**config.mk**
```make
export PLATFORM = sky130hd
export DESIGN_NAME = instr_sequencer
export DESIGN_NICKNAME = d
export VERILOG_FILES = /design/src/rtl/instr_sequencer.sv
export SDC_FILE = /design/constraint.sdc
export NUM_CORES = 1
export LEC_CHECK = 0
export ABC_AREA = 1
export CORE_UTILIZATION = 43
export CTS_CLUSTER_DIAMETER = 80
export DETAILED_ROUTE_END_ITERATION = 8
export HOLD_SLACK_MARGIN = 0.08
export PLACE_DENSITY = 0.73
export SLEW_MARGIN = 20
export SYNTH_ARGS = -nofsm -noshare
export SYNTH_HDL_FRONTEND = slang
export SYNTH_SLANG_ARGS = --single-unit
```
**constraint.sdc**
```tcl
create_clock -name clk -period 2.6 [get_ports clk]
set_input_delay 0.65 -clock clk [delete_from_list [all_inputs] [get_ports clk]]
set_output_delay 0.65 -clock clk [all_outputs]
set_load 0.005 [all_outputs]
```
**src/rtl/instr_sequencer.sv**
```systemverilog
// MSP430 front-end sequencer: fetches the reset vector, instruction and
// extension words, classifies the opcode and steps CAR through the micro-sequence.
module instr_sequencer #(
  parameter int                  CAR_BITS   = 6,
  parameter logic [CAR_BITS-1:0] ENTRY_FMT1 = 'd1,
  parameter logic [CAR_BITS-1:0] ENTRY_FMT2 = 'd22,
  parameter logic [CAR_BITS-1:0] ENTRY_JMP  = 'd59,
  parameter logic [CAR_BITS-1:0] ENTRY_INT  = 'd50,
  parameter logic [15:0]         RESET_VEC  = 16'hFFFE
) (
  input  logic                clk,
  input  logic                rst,
  input  logic [15:0]         MDB,
  input  logic                MDB_valid,
  input  logic                uop_last,
  input  logic                pc_load,
  input  logic [15:0]         pc_new,
  input  logic                INTREQ,
  input  logic                GIE,
  output logic [15:0]         MAB,
  output logic                MAB_req,
  output logic [15:0]         PC,
  output logic [15:0]         IR,
  output logic [CAR_BITS-1:0] CAR,
  output logic [15:0]         SrcExt,
  output logic [15:0]         DstExt,
  output logic                INTACK,
  output logic                ILLEGAL
);

  typedef enum logic [2:0] {S_VEC, S_FETCH, S_DECODE, S_SRCX, S_DSTX, S_EXEC} state_t;

  state_t              state, state_nxt;
  logic [15:0]         pc_nxt, ir_nxt, srcx_nxt, dstx_nxt;
  logic [CAR_BITS-1:0] car_nxt, entry_q, entry_nxt;
  logic                dst_q, dst_nxt, intack_nxt, illegal_nxt;

  // opcode classification, only meaningful while IR holds a fresh word
  logic       is_jmp, is_f2, is_f1, is_reti, src_x, dst_x;
  logic [3:0] rs;
  logic [1:0] as_mode;

  always_comb begin
    is_jmp  = (IR[15:13] == 3'b001);
    is_f2   = (IR[15:10] == 6'b000100) && (IR[9:7] != 3'b111);
    is_f1   = (IR[15:12] >= 4'd4);
    is_reti = is_f2 && (IR[9:7] == 3'b110);
    rs      = is_f2 ? IR[3:0] : IR[11:8];
    as_mode = IR[5:4];
    // R3 with As=01 is the constant generator, not an indexed operand
    src_x   = !is_reti && (((as_mode == 2'b01) && (rs != 4'd3)) ||
                           ((as_mode == 2'b11) && (rs == 4'd0)));
    dst_x   = is_f1 && IR[7];
  end

  always_comb begin
    state_nxt   = state;
    pc_nxt      = PC;
    ir_nxt      = IR;
    car_nxt     = CAR;
    srcx_nxt    = SrcExt;
    dstx_nxt    = DstExt;
    entry_nxt   = entry_q;
    dst_nxt     = dst_q;
    intack_nxt  = 1'b0;
    illegal_nxt = 1'b0;
    MAB         = PC;
    MAB_req     = 1'b0;
    case (state)
      S_VEC: begin
        MAB     = RESET_VEC;
        MAB_req = 1'b1;
        if (MDB_valid) begin
          pc_nxt    = MDB;
          state_nxt = S_FETCH;
        end
      end
      S_FETCH: begin
        MAB_req = 1'b1;
        if (MDB_valid) begin
          pc_nxt    = PC + 16'd2;
          ir_nxt    = MDB;
          state_nxt = S_DECODE;
        end
      end
      S_DECODE: begin
        if (is_jmp) begin
          car_nxt   = ENTRY_JMP;
          state_nxt = S_EXEC;
        end else if (is_f2 || is_f1) begin
          entry_nxt = is_f2 ? ENTRY_FMT2 : ENTRY_FMT1;
          dst_nxt   = dst_x;
          if (src_x)      state_nxt = S_SRCX;
          else if (dst_x) state_nxt = S_DSTX;
          else begin
            car_nxt   = is_f2 ? ENTRY_FMT2 : ENTRY_FMT1;
            state_nxt = S_EXEC;
          end
        end else begin
          illegal_nxt = 1'b1;
          car_nxt     = '0;
          state_nxt   = S_FETCH;
        end
      end
      S_SRCX: begin
        MAB_req = 1'b1;
        if (MDB_valid) begin
          pc_nxt   = PC + 16'd2;
          srcx_nxt = MDB;
          if (dst_q) state_nxt = S_DSTX;
          else begin
            car_nxt   = entry_q;
            state_nxt = S_EXEC;
          end
        end
      end
      S_DSTX: begin
        MAB_req = 1'b1;
        if (MDB_valid) begin
          pc_nxt    = PC + 16'd2;
          dstx_nxt  = MDB;
          car_nxt   = entry_q;
          state_nxt = S_EXEC;
        end
      end
      S_EXEC: begin
        if (pc_load) pc_nxt = pc_new;
        if (!uop_last) car_nxt = CAR + CAR_BITS'(1);
        else if (INTREQ && GIE) begin
          car_nxt    = ENTRY_INT;
          intack_nxt = 1'b1;
        end else begin
          car_nxt   = '0;
          state_nxt = S_FETCH;
        end
      end
      default: state_nxt = S_VEC;
    endcase
  end

  always_ff @(posedge clk) begin
    if (rst) begin
      state   <= S_VEC;
      PC      <= '0;
      IR      <= '0;
      CAR     <= '0;
      SrcExt  <= '0;
      DstExt  <= '0;
      entry_q <= '0;
      dst_q   <= 1'b0;
      INTACK  <= 1'b0;
      ILLEGAL <= 1'b0;
    end else begin
      state   <= state_nxt;
      PC      <= pc_nxt;
      IR      <= ir_nxt;
      CAR     <= car_nxt;
      SrcExt  <= srcx_nxt;
      DstExt  <= dstx_nxt;
      entry_q <= entry_nxt;
      dst_q   <= dst_nxt;
      INTACK  <= intack_nxt;
      ILLEGAL <= illegal_nxt;
    end
  end

endmodule

```
==> metrics.md <==
| Metric | Value |
|---|---|
| Slew Viols, Final | `0` |
| Post-DP HPWL | `roughly 8.8 mm` |
| Synth warn | `0` |
| Total CTS buffers | `9` |
| Clock Latency Late Sink | `0.36 ns` |
| Layer with the highest usage | `met2` |
| Global-route congestion overflow total | `0` |
| Number of DRC markers in iteration 0 | `238` |
| Worst setup path start | `state[0]$_SDFFE_PP0P_` |
| Max Root-Sink Buffers | `2` |
| Fin crit share | `0.965` |
| R2r worst-path depth | `7` |
| Overall Power | `3.48 mW` |
| CP Max Fanout | `5` |
| Avg Cell Area, Syn | `7.01 sq um` |
| Number of port buffers | `127` |
| Crit-path most repeated cell | `nor2_4` |
| Antenna Cells | `0` |
| Min Tclk post-route | `2.51 ns` |
| Vias post-DR | `between 4000 and 5000` |
| Actual slew at the worst max-slew pin | `0.756 ns` |
| Clock power frac | `0.274` |
| Peak Freq | `about 400 MHz` |
| Final Util | `0.647` |
| Internal power | `approximately 2.3 mW` |
| Synth cell types | `39` |
| Vias per cell | `5.45` |
| Setup slack, reg-to-reg | `approximately 0.75 ns` |
| Setup-failing EPs final | `0` |
| CTS clock-pin slew for the worst setup and hold paths | `approximately 0.090 ns` |
| Cell count of the worst hold path | `2` |
| Pwr per Cell Area | `approximately 640 nW/um^2` |
| Initial Util | `0.453` |
| NetSw | `1.15 mW` |
| Worst setup path class | `reg2out` |
| Cells after DPL | `approximately 760` |
| GR Util met1 | `0.356` |
| Global-route wire length before repair | `19.0 mm` |
| Non-Filler Instances | `~780` |
| WHS | `roughly 0.47 ns` |
| Die height | `96.0 microns` |
| Die area | `9210 sq um` |
| Status | `finished, final reports clean` |
| CTS Sinks | `78` |
| Most used DFF post-synth | `dfxtp_1` |
| Sequential-to-total area share from yosys stat | `0.411` |
| Nets@finish | `708` |
| EDFF count, synth | `0` |
| Vias in the first global route | `3933` |
| #FFs+latches synth | `78` |
| Most common cell after layout, fill and taps aside | `clkdlybuf4s50_1` |
| Met3 Use GR | `0.0687` |
| Min-delay worst type | `reg2reg` |
| CTS H-tree lvls | `3` |
| Layout area overhead | `42.7%` |
| Worst vdd rail ir drop | `between 0.3 and 0.4 mV` |
| Initial antenna violation count | `0` |
| Pre-antenna DRT Iters | `5` |
| FF-to-FF End | `IR[15]$_SDFFE_PP0P_` |
| Drt drc | `0` |
| Drt wl/cell | `between 15 and 20 microns` |
| Root Driver | `clkbuf_8` |
| Power share of the sequential group | `0.409` |
| Crit-path cells | `nor2_4 > inv_1 > nor2_4 > clkinvlp_4 > nand2_1 > clkdlybuf4s50_1` |
| Layout cells sized above 1 | `0.0938` |
| Max-cap viol count | `0` |
| Core Area | `about 8400 sq um` |
| Fin. Hold Viols | `0` |
| Post-synth net total | `583` |
| IO Pins | `128` |
| CP max stage delay | `~0.5 ns` |
| Met2 GRT Util | `0.424` |
| Critical path's slowest cell | `clkdlybuf4s50_1` |
| # rows | `33` |
| Ys async rst share | `0` |
| Worst rel slew slack | `0.496` |
| Switching fraction of total power | `0.331` |
| Reg-to-Reg Start | `state[2]$_SDFFE_PP0P_` |
| Hold Path Sink | `SrcExt[5]$_SDFFE_PP0P_` |
| Commonest non-fill, non-tap cells in the layout | `clkdlybuf4s50_1 (122), nand2_1 (114), dfxtp_1 (75)` |
| LEAKAGE | `2.04 nW` |
| CTS tree | `yes` |
| Largest net degree at the start of global routing | `42` |
| GRT Util Overall | `0.272` |
| Synth Cell Area | `3800 sq um` |
| Remaining antenna violation count | `0` |
| CP startpoint kind | `flip-flop` |
| Routability cong. | `0.887` |
| Width of the chip | `96.0 microns` |
| Min-delay src | `SrcExt[5]$_SDFFE_PP0P_` |
| Final wirelength | `12.3 mm` |
| Worst Setup End Kind | `output pin` |
| Combinational fraction of design power | `0.316` |
| Worst Path Required | `1.95 ns` |
| Mapped Cells | `542` |
| Crit path DAT | `1.86 ns` |
| Worst Skew | `between 0.009 and 0.01 ns` |
## per-stage QoR
step                      setup WS (ns)  setup TNS (ns)  area [sq um]
after floorplan                   0.815               0          3800
after global placement            0.351               0          5130
after detailed placement          0.270               0          5130
after CTS                       0.00508               0          5360
after global routing           -0.00208        -0.00208          5420
final                            0.0922               0          5420
## worst max-delay path, delay by kind of cell, from the launching register on
family,cells,cell delay (ns)
buffers and inverters,3,0.75
DFF,1,0.37
and+or+nand+nor,3,0.38
## cell families after synthesis
kind of cell | count (synthesis) | share of synthesized area
simple gates | 232 | 0.266
compound gates | 146 | 0.223
buf+inv | 81 | 0.0856
flops | 78 | 0.411
xor+xnor | 3 | 0.00692
fa+ha+maj | 2 | 0.00659
## area by class of cell
class / count / area [sq um]
flip-flops and latches: 78 / 1570
clock inverters: 5 / 65.1
repair buffers: 138 / 1370
multi-input cells: 383 / 1930
inverters: 56 / 210
well taps: 105 / 131
repair inverters: 1 / 7.51
fillers: 749 / 2960
clock buffers: 11 / 141
## power groups by stage
stage	clock network [mW]	registers (mW)	logic [mW]
floorplan	0	1.44	0.520
global placement	0	1.44	1.03
detailed placement	0	1.45	1.05
CTS	0.967	1.42	1.07
global route	1.02	1.44	1.22
finish	0.955	1.43	1.10
## routing by layer
metal  wire [microns]  vias up
met1             5390     1968
met2             5610      169
li1                 -     2066
met4              347        0
met3              989       34
met5                0        -
## sequential cells by signal (all words and copies together) (netlist names)
name     count
INTACK       1
IR          16
dst_q        1
entry_q      2
CAR          6
ILLEGAL      1
SrcExt      16
state        3
PC          16
DstExt      16
## how the worst max path moves through the flow
stage | endpoint | slack (ns) | depth (start not counted)
floorplan | MAB[10] | 0.81 | 6
global placement | PC[11]$_SDFFE_PP0P_ | 0.35 | 8
detailed placement | MAB[1] | 0.27 | 6
CTS | MAB[11] | 0.005 | 6
global route | MAB[2] | -0.002 | 6
finish | MAB[2] | 0.09 | 6
## cell usage after synthesis (2+ instances only)
| master | instances | share of area |
|---|---|---|
| o21ai_1 | 3 | 0.0040 |
| ha_1 | 2 | 0.0066 |
| xor2_1 | 2 | 0.0046 |
| clkbuf_1 | 14 | 0.014 |
| inv_2 | 10 | 0.0099 |
| nor2_4 | 3 | 0.0089 |
| a21oi_2 | 2 | 0.0046 |
| o21ai_0 | 47 | 0.062 |
| a21oi_1 | 65 | 0.086 |
| nand4_1 | 4 | 0.0066 |
| o211ai_1 | 5 | 0.0099 |
| a211oi_1 | 2 | 0.0040 |
| inv_1 | 46 | 0.045 |
| nor2_1 | 45 | 0.044 |
| nor2_2 | 4 | 0.0066 |
| buf_2 | 7 | 0.0092 |
| nand2_1 | 115 | 0.11 |
| nand3_1 | 50 | 0.066 |
| a22o_1 | 3 | 0.0069 |
| nand2_2 | 4 | 0.0066 |
| a221oi_1 | 6 | 0.014 |
| dfxtp_1 | 78 | 0.41 |
| a31oi_1 | 2 | 0.0033 |
| a41oi_1 | 4 | 0.0092 |
| buf_4 | 3 | 0.0059 |
| nor4_1 | 2 | 0.0033 |
| a22oi_1 | 2 | 0.0040 |
## repair_timing
item	4_1_cts	5_1_grt
hold buffers	0	0
buffers inserted	0	5
gates cloned	1	0
pin swaps	0	4
endpoints found under the setup margin	14	9
gates resized for setup	6	10
(Power assumes the default switching activity.)
